--- src/rtl/pe_pkg.sv ---
// Shared definitions for param_systolic_pe: mode encodings and the product-extend /
// saturating-add helpers (the latter is used only when PE_SAT_EN is defined).
package pe_pkg;

    localparam logic PE_MODE_OS = 1'b0;
    localparam logic PE_MODE_PS = 1'b1;

    // Helpers work on a fixed 64-bit carrier; callers keep ACC_W below this width.
    localparam int PE_MAX_W = 64;
    typedef logic [PE_MAX_W-1:0] pe_max_t;

    typedef struct packed {
        pe_max_t sum;
        logic    sat;
    } pe_sum_t;

    function automatic pe_max_t pe_extend(input pe_max_t v, input int unsigned w,
                                          input bit is_signed);
        pe_max_t mask;
        pe_max_t res;
        mask = (pe_max_t'(1) << w) - pe_max_t'(1);
        res  = v & mask;
        if (is_signed && v[w-1]) begin
            res = res | ~mask;
        end
        return res;
    endfunction

    function automatic pe_sum_t pe_sat_add(input pe_max_t a, input pe_max_t b,
                                           input int unsigned w, input bit is_signed);
        pe_sum_t r;
        pe_max_t s;
        pe_max_t lim_hi;
        pe_max_t lim_lo;
        r.sat = 1'b0;
        if (is_signed) begin
            s      = pe_extend(a, w, 1'b1) + pe_extend(b, w, 1'b1);
            lim_hi = (pe_max_t'(1) << (w - 1)) - pe_max_t'(1);
            lim_lo = ~lim_hi;
            if ($signed(s) > $signed(lim_hi)) begin
                r.sum = lim_hi;
                r.sat = 1'b1;
            end else if ($signed(s) < $signed(lim_lo)) begin
                r.sum = lim_lo;
                r.sat = 1'b1;
            end else begin
                r.sum = s;
            end
        end else begin
            s      = pe_extend(a, w, 1'b0) + pe_extend(b, w, 1'b0);
            lim_hi = (pe_max_t'(1) << w) - pe_max_t'(1);
            if (s > lim_hi) begin
                r.sum = lim_hi;
                r.sat = 1'b1;
            end else begin
                r.sum = s;
            end
        end
        return r;
    endfunction

endpackage

--- src/rtl/param_systolic_pe_if.sv ---
// Port bundle of one systolic PE. Optional sat_flag exists only when PE_SAT_EN is defined.
interface param_systolic_pe_if #(
    parameter int DATA_W = 8,
    parameter int ACC_W  = 16
);
    // in_valid qualifies a_in/b_in for this cycle; out_valid is in_valid delayed by one
    // enabled edge alongside a_out/b_out. There is no backpressure: en=0 stalls everything.
    logic              en;
    logic              mode;
    logic              in_valid;
    logic [DATA_W-1:0] a_in;
    logic [DATA_W-1:0] b_in;
    logic [ACC_W-1:0]  c_in;
    logic              clr_acc;
    logic              drain_load;
    logic              drain_shift;
    logic [DATA_W-1:0] a_out;
    logic [DATA_W-1:0] b_out;
    logic              out_valid;
    logic [ACC_W-1:0]  c_out;
    logic [ACC_W-1:0]  acc_dbg;
`ifdef PE_SAT_EN
    logic              sat_flag;
`endif

    modport slave (
        input  en, mode, in_valid, a_in, b_in, c_in, clr_acc, drain_load, drain_shift,
        output a_out, b_out, out_valid, c_out, acc_dbg
`ifdef PE_SAT_EN
        , sat_flag
`endif
    );

    modport master (
        output en, mode, in_valid, a_in, b_in, c_in, clr_acc, drain_load, drain_shift,
        input  a_out, b_out, out_valid, c_out, acc_dbg
`ifdef PE_SAT_EN
        , sat_flag
`endif
    );
endinterface

--- src/rtl/pe_mac_unit.sv ---
// Combinational multiply, extend-to-accumulator and add (wrapping, or saturating
// when PE_SAT_EN is defined). Shared by the output-stationary and partial-sum paths.
module pe_mac_unit
    import pe_pkg::*;
#(
    parameter int DATA_W = 8,
    parameter int ACC_W  = 16,
    parameter bit SIGNED = 1'b0
) (
    input  logic [DATA_W-1:0] a_i,
    input  logic [DATA_W-1:0] b_i,
    input  logic [ACC_W-1:0]  addend_i,
    output logic [ACC_W-1:0]  sum_o,
    output logic              sat_o
);
    localparam int PROD_W = 2 * DATA_W;

    logic [PROD_W-1:0] a_x;
    logic [PROD_W-1:0] b_x;
    logic [PROD_W-1:0] prod;
    pe_max_t           prod_ext;

    // Extending the operands first keeps the low PROD_W bits correct for both signednesses.
    assign a_x      = SIGNED ? {{DATA_W{a_i[DATA_W-1]}}, a_i} : {{DATA_W{1'b0}}, a_i};
    assign b_x      = SIGNED ? {{DATA_W{b_i[DATA_W-1]}}, b_i} : {{DATA_W{1'b0}}, b_i};
    assign prod     = a_x * b_x;
    assign prod_ext = pe_extend(pe_max_t'(prod), PROD_W, SIGNED);

`ifdef PE_SAT_EN
    pe_sum_t                   res;
    logic [PE_MAX_W-ACC_W-1:0] unused_sum_hi;
    assign res                    = pe_sat_add(prod_ext, pe_max_t'(addend_i), ACC_W, SIGNED);
    assign {unused_sum_hi, sum_o} = res.sum;
    assign sat_o                  = res.sat;
`else
    logic [ACC_W-1:0]          prod_acc;
    logic [PE_MAX_W-ACC_W-1:0] unused_ext_hi;
    assign {unused_ext_hi, prod_acc} = prod_ext;
    assign sum_o                     = prod_acc + addend_i;
    assign sat_o                     = 1'b0;
`endif
endmodule

--- src/rtl/param_systolic_pe.sv ---
// Systolic PE: forwards A east / B south, MACs in output-stationary or partial-sum mode.
// Define PE_SAT_EN for saturating arithmetic and the sticky sat_flag output.
module param_systolic_pe
    import pe_pkg::*;
#(
    parameter int DATA_W = 8,
    parameter int ACC_W  = 16,
    parameter bit SIGNED = 1'b0
) (
    input logic                clk,
    input logic                rst,
    param_systolic_pe_if.slave pe
);
    if (ACC_W < 2 * DATA_W) begin : g_acc_w_min
        $error("param_systolic_pe: ACC_W must be >= 2*DATA_W");
    end
    if (ACC_W >= PE_MAX_W) begin : g_acc_w_max
        $error("param_systolic_pe: ACC_W must be below 64");
    end

    logic [DATA_W-1:0] a_q, a_d;
    logic [DATA_W-1:0] b_q, b_d;
    logic              vld_q, vld_d;
    logic [ACC_W-1:0]  c_q, c_d;
    logic [ACC_W-1:0]  acc_q, acc_d;
    logic [ACC_W-1:0]  mac_addend;
    logic [ACC_W-1:0]  mac_sum;
    logic              mac_sat;

    // PS adds to the upstream sum; OS adds to acc, or to zero when a new accumulation starts.
    assign mac_addend = (pe.mode == PE_MODE_PS) ? pe.c_in : (pe.clr_acc ? '0 : acc_q);

    pe_mac_unit #(
        .DATA_W (DATA_W),
        .ACC_W  (ACC_W),
        .SIGNED (SIGNED)
    ) u_mac (
        .a_i      (pe.a_in),
        .b_i      (pe.b_in),
        .addend_i (mac_addend),
        .sum_o    (mac_sum),
        .sat_o    (mac_sat)
    );

    always_comb begin
        a_d   = a_q;
        b_d   = b_q;
        vld_d = vld_q;
        c_d   = c_q;
        acc_d = acc_q;
        if (pe.en) begin
            a_d   = pe.a_in;
            b_d   = pe.b_in;
            vld_d = pe.in_valid;
            if (pe.mode == PE_MODE_PS) begin
                c_d = pe.in_valid ? mac_sum : pe.c_in;
            end else begin
                if (pe.in_valid) begin
                    acc_d = mac_sum;
                end else if (pe.clr_acc) begin
                    acc_d = '0;
                end
                // Load exports the pre-update acc and wins over shift.
                if (pe.drain_load) begin
                    c_d = acc_q;
                end else if (pe.drain_shift) begin
                    c_d = pe.c_in;
                end
            end
        end
    end

    always_ff @(posedge clk or posedge rst) begin
        if (rst) begin
            a_q   <= '0;
            b_q   <= '0;
            vld_q <= 1'b0;
            c_q   <= '0;
            acc_q <= '0;
        end else begin
            a_q   <= a_d;
            b_q   <= b_d;
            vld_q <= vld_d;
            c_q   <= c_d;
            acc_q <= acc_d;
        end
    end

    assign pe.a_out     = a_q;
    assign pe.b_out     = b_q;
    assign pe.out_valid = vld_q;
    assign pe.c_out     = c_q;
    assign pe.acc_dbg   = acc_q;

`ifdef PE_SAT_EN
    logic sat_q, sat_d;

    always_comb begin
        sat_d = sat_q;
        if (pe.en) begin
            if (pe.mode == PE_MODE_OS && pe.clr_acc) begin
                sat_d = 1'b0;
            end
            if (pe.in_valid && mac_sat) begin
                sat_d = 1'b1;
            end
        end
    end

    always_ff @(posedge clk or posedge rst) begin
        if (rst) begin
            sat_q <= 1'b0;
        end else begin
            sat_q <= sat_d;
        end
    end

    assign pe.sat_flag = sat_q;
`else
    logic unused_sat;
    assign unused_sat = mac_sat;
`endif
endmodule

--- src/flat_wrapper.sv ---
// flat-port wrapper written by rule: the top's interface ports become plain ports
module param_systolic_pe_flat import pe_pkg::*;
#(
    parameter int DATA_W = 8,
    parameter int ACC_W  = 16,
    parameter bit SIGNED = 1'b0
)
  (clk, rst, pe_en, pe_mode, pe_in_valid, pe_a_in, pe_b_in, pe_c_in, pe_clr_acc, pe_drain_load, pe_drain_shift, pe_a_out, pe_b_out, pe_out_valid, pe_c_out, pe_acc_dbg);
  param_systolic_pe_if #(.DATA_W(DATA_W), .ACC_W(ACC_W)) pe_i ();
  input logic clk;
  input logic rst;
  input wire logic [$bits(pe_i.en)-1:0] pe_en;
  input wire logic [$bits(pe_i.mode)-1:0] pe_mode;
  input wire logic [$bits(pe_i.in_valid)-1:0] pe_in_valid;
  input wire logic [$bits(pe_i.a_in)-1:0] pe_a_in;
  input wire logic [$bits(pe_i.b_in)-1:0] pe_b_in;
  input wire logic [$bits(pe_i.c_in)-1:0] pe_c_in;
  input wire logic [$bits(pe_i.clr_acc)-1:0] pe_clr_acc;
  input wire logic [$bits(pe_i.drain_load)-1:0] pe_drain_load;
  input wire logic [$bits(pe_i.drain_shift)-1:0] pe_drain_shift;
  output wire logic [$bits(pe_i.a_out)-1:0] pe_a_out;
  output wire logic [$bits(pe_i.b_out)-1:0] pe_b_out;
  output wire logic [$bits(pe_i.out_valid)-1:0] pe_out_valid;
  output wire logic [$bits(pe_i.c_out)-1:0] pe_c_out;
  output wire logic [$bits(pe_i.acc_dbg)-1:0] pe_acc_dbg;
  assign pe_i.en = pe_en;
  assign pe_i.mode = pe_mode;
  assign pe_i.in_valid = pe_in_valid;
  assign pe_i.a_in = pe_a_in;
  assign pe_i.b_in = pe_b_in;
  assign pe_i.c_in = pe_c_in;
  assign pe_i.clr_acc = pe_clr_acc;
  assign pe_i.drain_load = pe_drain_load;
  assign pe_i.drain_shift = pe_drain_shift;
  assign pe_a_out = pe_i.a_out;
  assign pe_b_out = pe_i.b_out;
  assign pe_out_valid = pe_i.out_valid;
  assign pe_c_out = pe_i.c_out;
  assign pe_acc_dbg = pe_i.acc_dbg;
  param_systolic_pe #(.DATA_W(DATA_W), .ACC_W(ACC_W), .SIGNED(SIGNED)) u_core (.clk(clk), .rst(rst), .pe(pe_i));
endmodule
--- config.mk ---
export PLATFORM = sky130hd
export DESIGN_NAME = param_systolic_pe_flat
export DESIGN_NICKNAME = d
export VERILOG_FILES = /design/src/rtl/pe_pkg.sv /design/src/rtl/param_systolic_pe_if.sv /design/src/rtl/pe_mac_unit.sv /design/src/rtl/param_systolic_pe.sv /design/src/flat_wrapper.sv
export SDC_FILE = /design/constraint.sdc
export NUM_CORES = 1
export LEC_CHECK = 0
export ABC_CLOCK_PERIOD_IN_PS = 8700
export CAP_MARGIN = 0
export CORE_AREA = 3 3 118 120
export DETAILED_ROUTE_END_ITERATION = 10
export DIE_AREA = 0 0 121 123
export PLACE_DENSITY = 0.71
export SETUP_SLACK_MARGIN = 0.5
export SKIP_CTS_REPAIR_TIMING = 1
export SLEW_MARGIN = 20
export SYNTH_ARGS = -nofsm -noshare
export SYNTH_HDL_FRONTEND = slang
export SYNTH_HIERARCHICAL = 1
export SYNTH_SLANG_ARGS = --single-unit
--- constraint.sdc ---
create_clock -name clk -period 8.7 [get_ports clk]
set_clock_uncertainty 0.2 [all_clocks]
set_input_delay 1.74 -clock clk [delete_from_list [all_inputs] [get_ports clk]]
set_output_delay 1.74 -clock clk [all_outputs]
set_load 0.005 [all_outputs]
==> results.md, run 1 <==
* Status: finished clean
* Post-Syn Instances at about 550
* Synth Warn # at 6
* Vias per std cell at just under 5
* Total length of routed wires at 13010 µm
* Overall Global Routing Usage at 18.12%
* Via count at 4025
* WL/cell at 16.06 µm
* Internal power at around 960 µW
* TritonCTS clock tree: done
* Global route overflow at 0
* Storage cell area at between 0.001 and 0.0015 mm²
* Pleak at just over 3 nW
* Post-Syn Area at 0.005248 mm²
* Worst IR drop on VDD at approximately 0.00014 V
* Top Ports at 89
* Die width at about 120 µm
* Worst-Skew Late Latency at 300 ps
* Seq pwr share at approximately 21%
* CTS Root Buffer Type: clkbuf_16
* CP Launch Type: input pin
* ANT cells at 0
* Clk pwr share at between 10% and 20%
* Worst rel slew slack at 34.02%
* Largest net degree at the start of global routing at 50
* Die ar. at roughly 0.015 mm²
* Hold Crit Depth at 1
* Worst Path Arrival at slightly above 7000 ps
* Syn_area_per_cell at ~9.5 µm²
* Final Wtd Congestion at about 0.84
* Clock Path Buffers at 2
* Crit end category: flip-flop
* CP required at about 8700 ps
* Initial core utilization at between 40% and 50%
* Fmax at roughly 140 MHz
* Hold Crit Class: flip-flop to flip-flop
* Comb pwr share at 65.8%
* Slew @ Worst Pin at around 990 ps
* Die Height at ~120 µm
* Power density over cell area at between 200 and 300 mW/mm²
* Length in cells of the worst reg-to-reg path at 19
* First-pass GRT wire length at around 22000 µm
* Setup violators final at 0
* H-tree lvl count at 2
* Initial DRC count at 160
* Post-route antenna net violation count at 0
* Post-route clock period utilization at 80.94%
* Core Footprint at roughly 0.013 mm²
* Vias in the first global route at between 4000 and 5000
* # rows at between 40 and 50
* TritonRoute pass-1 iters at 4
* CTS Buf Count at 5
* Fin Setup TNS at 0 ps
* Worst-path clk slew at ~70 ps
* Footprint of the multi-input gates at 0.003498 mm²
* Net switching power at between 700 and 800 µW
* Port bufs at 88
* Initial antenna violation count at 0
* Crit path max fanout at 20
* # placed instances at roughly 800
* Switching Fraction at 43.02%
* Max-slew violation count at 0
* Nets at between 700 and 800
* Tmin final at just over 7000 ps
* Mapped Nets at 679
* Final worst setup slack at 1658 ps
* Pre-CTS setup slack at about 1400 ps
* Layout fillers at between 1000 and 1500
* Finished Layout Cells at 810
* Area Overhead vs Synth at 22.13%
* HPWL after DPL at 10170 µm
* Final hold violation count at 0
* Critical path type: input pin to flip-flop
* DRC at 0
* Clk sinks at a little under 50
* RSZ-0062 raised after global routing: false
* Share of layout cells above drive strength 1 at under 10%
* Max-cap viol count at 0
[worst paths after layout]
path / from / end / slack (ps)
max: pe_mode / u_core/pe.c_out[15] / 1660
min: u_core/pe.a_out[5] / u_core/pe.a_out[5] / 290
max reg2reg: u_core/pe.acc_dbg[7] / u_core/pe.c_out[15] / 3640
min reg2reg: u_core/pe.a_out[5] / u_core/pe.a_out[5] / 290
max in group asynchronous: rst / u_core/pe.acc_dbg[10] / 6080
min in group asynchronous: rst / u_core/pe.acc_dbg[1] / 1710
[layout by cell type, fill, tap and decap left out, drive strengths merged, types with 17 or more instances in the layout]
cell,count
a22o,17
and2,35
clkdlybuf4s50,88
dfrtp,49
fa,50
ha,35
inv,101
mux2,32
mux2i,30
nand2,68
nand2b,17
o21ai,34
[critical path, cell delays in order]
cell,delay (ps)
clkdlybuf4s50_1,740
nand2b_1,300
o21ai_1,120
inv_1,90
fa_1,540
inv_1,60
fa_1,490
fa_1,540
inv_1,50
fa_1,480
inv_1,40
ha_1,340
o21a_1,160
o31a_4,180
o2111ai_1,140
a31o_1,260
xnor2_1,260
mux2i_1,120
mux2_1,300
o21ai_1,120
[per-stage QoR]
stage	hold slack, ps	power (mW)	area (µm²)	util, %
2_1_floorplan	272.6	1.096	5248	-
3_3_place_gp	266.1	1.421	6227	47.59
3_5_place_dp	276.0	1.451	6227	47.59
4_1_cts	292.2	1.695	6396	48.88
5_1_grt	316.1	1.841	6409	48.98
6_report	290.6	1.687	6409	48.98
[per-layer routing]
metal  global-route usage, %  vias up  wire length, µm
li1                        -     1931                -
met1                   25.45     1962             6114
met2                   29.87      119             6080
met3                   2.699       13              679
met4                   3.824        0              138
met5                       0        -                0
[flip-flops by register name, summed over array words and instances, names as in the netlist]
register and cells:
u_core/pe.b_out 8, u_core/pe.c_out 16, u_core/pe.a_out 8, u_core/pe.out_valid 1
u_core/pe.acc_dbg 16
[area by class of cell]
| type | instances | share of cell area, % |
|---|---|---|
| repair buffers | 92 | 14.27 |
| multi-input cells | 384 | 54.59 |
| clock inverters | 3 | 0.6833 |
| flip-flops and latches | 49 | 19.13 |
| clock buffers | 5 | 1.952 |
| inverters | 101 | 5.935 |
| well taps | 176 | 3.436 |
[power by group through the flow]
stage                     clock network [mW]  registers [mW]  logic (mW)
final                                  0.228           0.348        1.11
after global routing                   0.242           0.358        1.24
after CTS                              0.233           0.349        1.11
after detailed placement                   0           0.351        1.10
after global placement                     0           0.350        1.07
after floorplan                            0           0.345       0.751
No activity file was read; power rests on OpenSTA's default activity.
==> run 2: changes to the inputs <==
--- a/config.mk
+++ b/config.mk
@@ -5,12 +5,12 @@
 export SDC_FILE = /design/constraint.sdc
 export NUM_CORES = 1
 export LEC_CHECK = 0
-export ABC_CLOCK_PERIOD_IN_PS = 8700
+export ABC_CLOCK_PERIOD_IN_PS = 6300
 export CAP_MARGIN = 0
 export CORE_AREA = 3 3 118 120
 export DETAILED_ROUTE_END_ITERATION = 10
 export DIE_AREA = 0 0 121 123
-export PLACE_DENSITY = 0.71
+export PLACE_DENSITY = 0.74
 export SETUP_SLACK_MARGIN = 0.5
 export SKIP_CTS_REPAIR_TIMING = 1
 export SLEW_MARGIN = 20
==> constraint.sdc (replaced) <==
create_clock -name clk -period 6.3 [get_ports clk]
set_clock_uncertainty 0.2 [all_clocks]
set_input_delay 1.26 -clock clk [delete_from_list [all_inputs] [get_ports clk]]
set_output_delay 1.26 -clock clk [all_outputs]
set_load 0.005 [all_outputs]
==> results.md, run 2 (synthesis gave the netlist of run 1 again) <==
* Internal power at 1.488 mW (+55%)
* ANT cells at 0 (unchanged)
* RSZ-0062 raised after global routing: true
* HPWL after DPL at 10470 µm (+3.0%)
* DRC at 0 (unchanged)
* Critical path type: input pin to flip-flop
* Share of layout cells above drive strength 1 at 14.93% (+7.2 points)
* Slowest stage cell, crit path: fa_1
* Vias in the first global route at 4370 (+1.9%)
* First-pass GRT wire length at 21950 µm (+1.3%)
* Worst-path clk slew at 70 ps (about the same)
* CP dominant cell by count: inv_1
* Hold endpoint: u_core/pe.a_out[2]
* Max-cap viol count at 0 (unchanged)
* Final Wtd Congestion at 0.9378 (+11%)
* Post-layout util at 52.09% (+3.1 points)
* Hold Crit Depth at 1 (unchanged)
* Slew @ Worst Pin at 1055 ps (+68.89 ps)
* Largest net degree at the start of global routing at 50 (unchanged)
* GRT busiest layer: met2
* Die ar. at 0.01488 mm² (unchanged)
* Initial DRC count at 293 (+83%)
* Length in cells of the worst reg-to-reg path at 21 (+2)
* Crit path max fanout at 12 (-40%)
* CTS Root Buffer Type: clkbuf_16
* # placed instances at 827 (+3.2%)
* Most frequent cells in the layout: 99 x inv_1, 67 x nand2_1, 65 x clkdlybuf4s50_1
* Initial antenna violation count at 0 (unchanged)
* Nets at 787 (+3.8%)
* Footprint of the multi-input gates at 0.003618 mm² (+3.4%)
* Net switching power at 1.090 mW (+50%)
* Layout fillers at 1194 (-4.5%)
* Hold Crit Class: flip-flop to flip-flop
* Finished Layout Cells at 839 (+3.6%)
* Post-route clock period utilization at between 90% and 100%
* Power density over cell area at 378.1 mW/mm² (+44%)
* Commonest non-fill, non-tap cell in the layout: inv_1
* TritonCTS clock tree: done
* RR Endpoint: u_core/pe.c_out[11]
* TritonRoute pass-1 iters at 4 (unchanged)
* Worst rel slew slack at 29.42% (-4.6 points)
* Storage cell area at 0.001226 mm² (unchanged)
* Post-route antenna net violation count at 0 (unchanged)
* Met2 global-route usage at 30.74% (+0.87 points)
* Port bufs at 88 (unchanged)
* Final hold violation count at 0 (unchanged)
* Setup violators final at 0 (unchanged)
* Overall Global Routing Usage at 18.36% (+0.25 points)
* Die Height at 123 µm (unchanged)
* # rows at 42 (unchanged)
* WL/cell at 16.17 µm (+0.65%)
* GR Util met1 at 25.55% (+0.10 points)
* Initial core utilization at 40.10% (unchanged)
* Worst IR drop on VDD at 0.0002118 V (+54%)
* Worst Path Arrival at 5720 ps (-1350 ps)
* Core Footprint at 0.01309 mm² (unchanged)
* Reg2reg start: u_core/pe.acc_dbg[3]
* Seq pwr share at 18.8% (-1.8 points)
* Comb pwr share at 70.2% (+4.4 points)
* Clk sinks at 49 (unchanged)
* Via count at 4151 (+3.1%)
* CP Launch Type: input pin
* Worst hold start: u_core/pe.a_out[2]
* Worst-Skew Late Latency at 300 ps (about the same)
* Status: finished clean
* Top Ports at 89 (unchanged)
* CP max stage delay at 540 ps (-200 ps)
* Global route overflow at 0 (unchanged)
* Met3 usage at 2.699% (unchanged)
* Fmax at 175.5 MHz
* H-tree lvl count at 2 (unchanged)
* Crit-path cells: clkbuf_4 -> buf_12 -> nand2b_1 -> o21ai_1 -> inv_1 -> fa_1 -> inv_1 -> ha_1 -> ha_1 -> inv_1 -> fa_1 -> inv_1 -> ha_1 -> inv_1 -> fa_2 -> nor2b_4 -> o31a_4 -> o311ai_4 -> nand2_2 -> xor2_2 -> mux2i_1 -> mux2_4 -> o21ai_2
* Clk pwr share at 11.0% (-2.5 points)
* Tmin final at approximately 5700 ps
* Max-slew violation count at 0 (unchanged)
* Pleak at 3.427 nW (+12%)
* Total length of routed wires at 13570 µm (+4.2%)
* Crit end category: flip-flop
* CTS Buf Count at 5 (unchanged)
* CP required at 6320 ps (-2410 ps)
* Vias per std cell at 4.948 (-0.43%)
* Switching Fraction at 42.28% (-0.74 points)
* Total power at 2.577 mW (+53%)
* Area Overhead vs Synth at 29.90%
* Slack of the worst reg-to-reg path at 1530 ps (-2110 ps)
* Die width at 121 µm (unchanged)
* Clock Path Buffers at 2 (unchanged)
## run 2: final cells by class
type / instances / share of cell area, %
clock buffer: 6 / 2.037
clock inverter: 2 / 0.2019
inverter: 101 / 5.580
multi-input combinational: 384 / 53.08
sequential: 49 / 17.99
tap: 176 / 3.231
timing repair buffer: 121 / 17.88
## run 2: through the flow
step	TNS (ps)	instance area [µm²]	hold WS, ps	setup WS [ps]
floorplan	0	5273	272.6	526.6
global placement	0	6460	265.8	9.362
detailed placement	-396.4	6460	275.2	-146.4
CTS	0	6613	291.4	190.3
global route	0	6817	318.5	447.1
finish	0	6817	285.7	602.6
## run 2: worst max path at each step
| stage | from | endpoint | slack [ps] | cells after the start |
|---|---|---|---|---|
| after floorplan | pe_mode | u_core/pe.c_out[15] | 530 | 22 |
| after global placement | pe_mode | u_core/pe.c_out[15] | 9 | 21 |
| after detailed placement | pe_mode | u_core/pe.c_out[15] | -150 | 21 |
| after CTS | pe_mode | u_core/pe.c_out[15] | 190 | 21 |
| after global routing | pe_mode | u_core/pe.c_out[11] | 450 | 23 |
| final | pe_mode | u_core/pe.c_out[11] | 600 | 23 |
## run 2: worst max-delay path: cells and delay by family
family	cells	cell delay [ps]
xor gates and xnor gates	1	210
muxes	2	380
AOI/OAI and AO/OA	4	920
and+or+nand+nor	3	290
buffers and inverters	7	600
adders and majority gates	6	2030
## run 2: power by group through the flow
| stage | combinational, mW | clock [mW] | sequential, mW |
|---|---|---|---|
| final | 1.81 | 0.284 | 0.484 |
| after global routing | 2.00 | 0.303 | 0.499 |
| after CTS | 1.68 | 0.292 | 0.484 |
| after detailed placement | 1.66 | 0 | 0.487 |
| after global placement | 1.61 | 0 | 0.485 |
| after floorplan | 1.07 | 0 | 0.477 |
## run 2: per-layer routing
metal	wire (µm)	vias up
met4	138	0
met1	6462	2045
met3	516	15
li1	-	1990
met2	6447	101
met5	0	-
==> run 3: changes to the inputs <==
--- a/config.mk
+++ b/config.mk
@@ -10,6 +10,7 @@
 export CORE_AREA = 3 3 118 120
 export DETAILED_ROUTE_END_ITERATION = 10
 export DIE_AREA = 0 0 121 123
+export GPL_TIMING_DRIVEN = 1
 export PLACE_DENSITY = 0.74
 export SETUP_SLACK_MARGIN = 0.5
 export SKIP_CTS_REPAIR_TIMING = 1
==> results of run 3 <==
Final layout, timing and power as in run 2 (identical DEF).
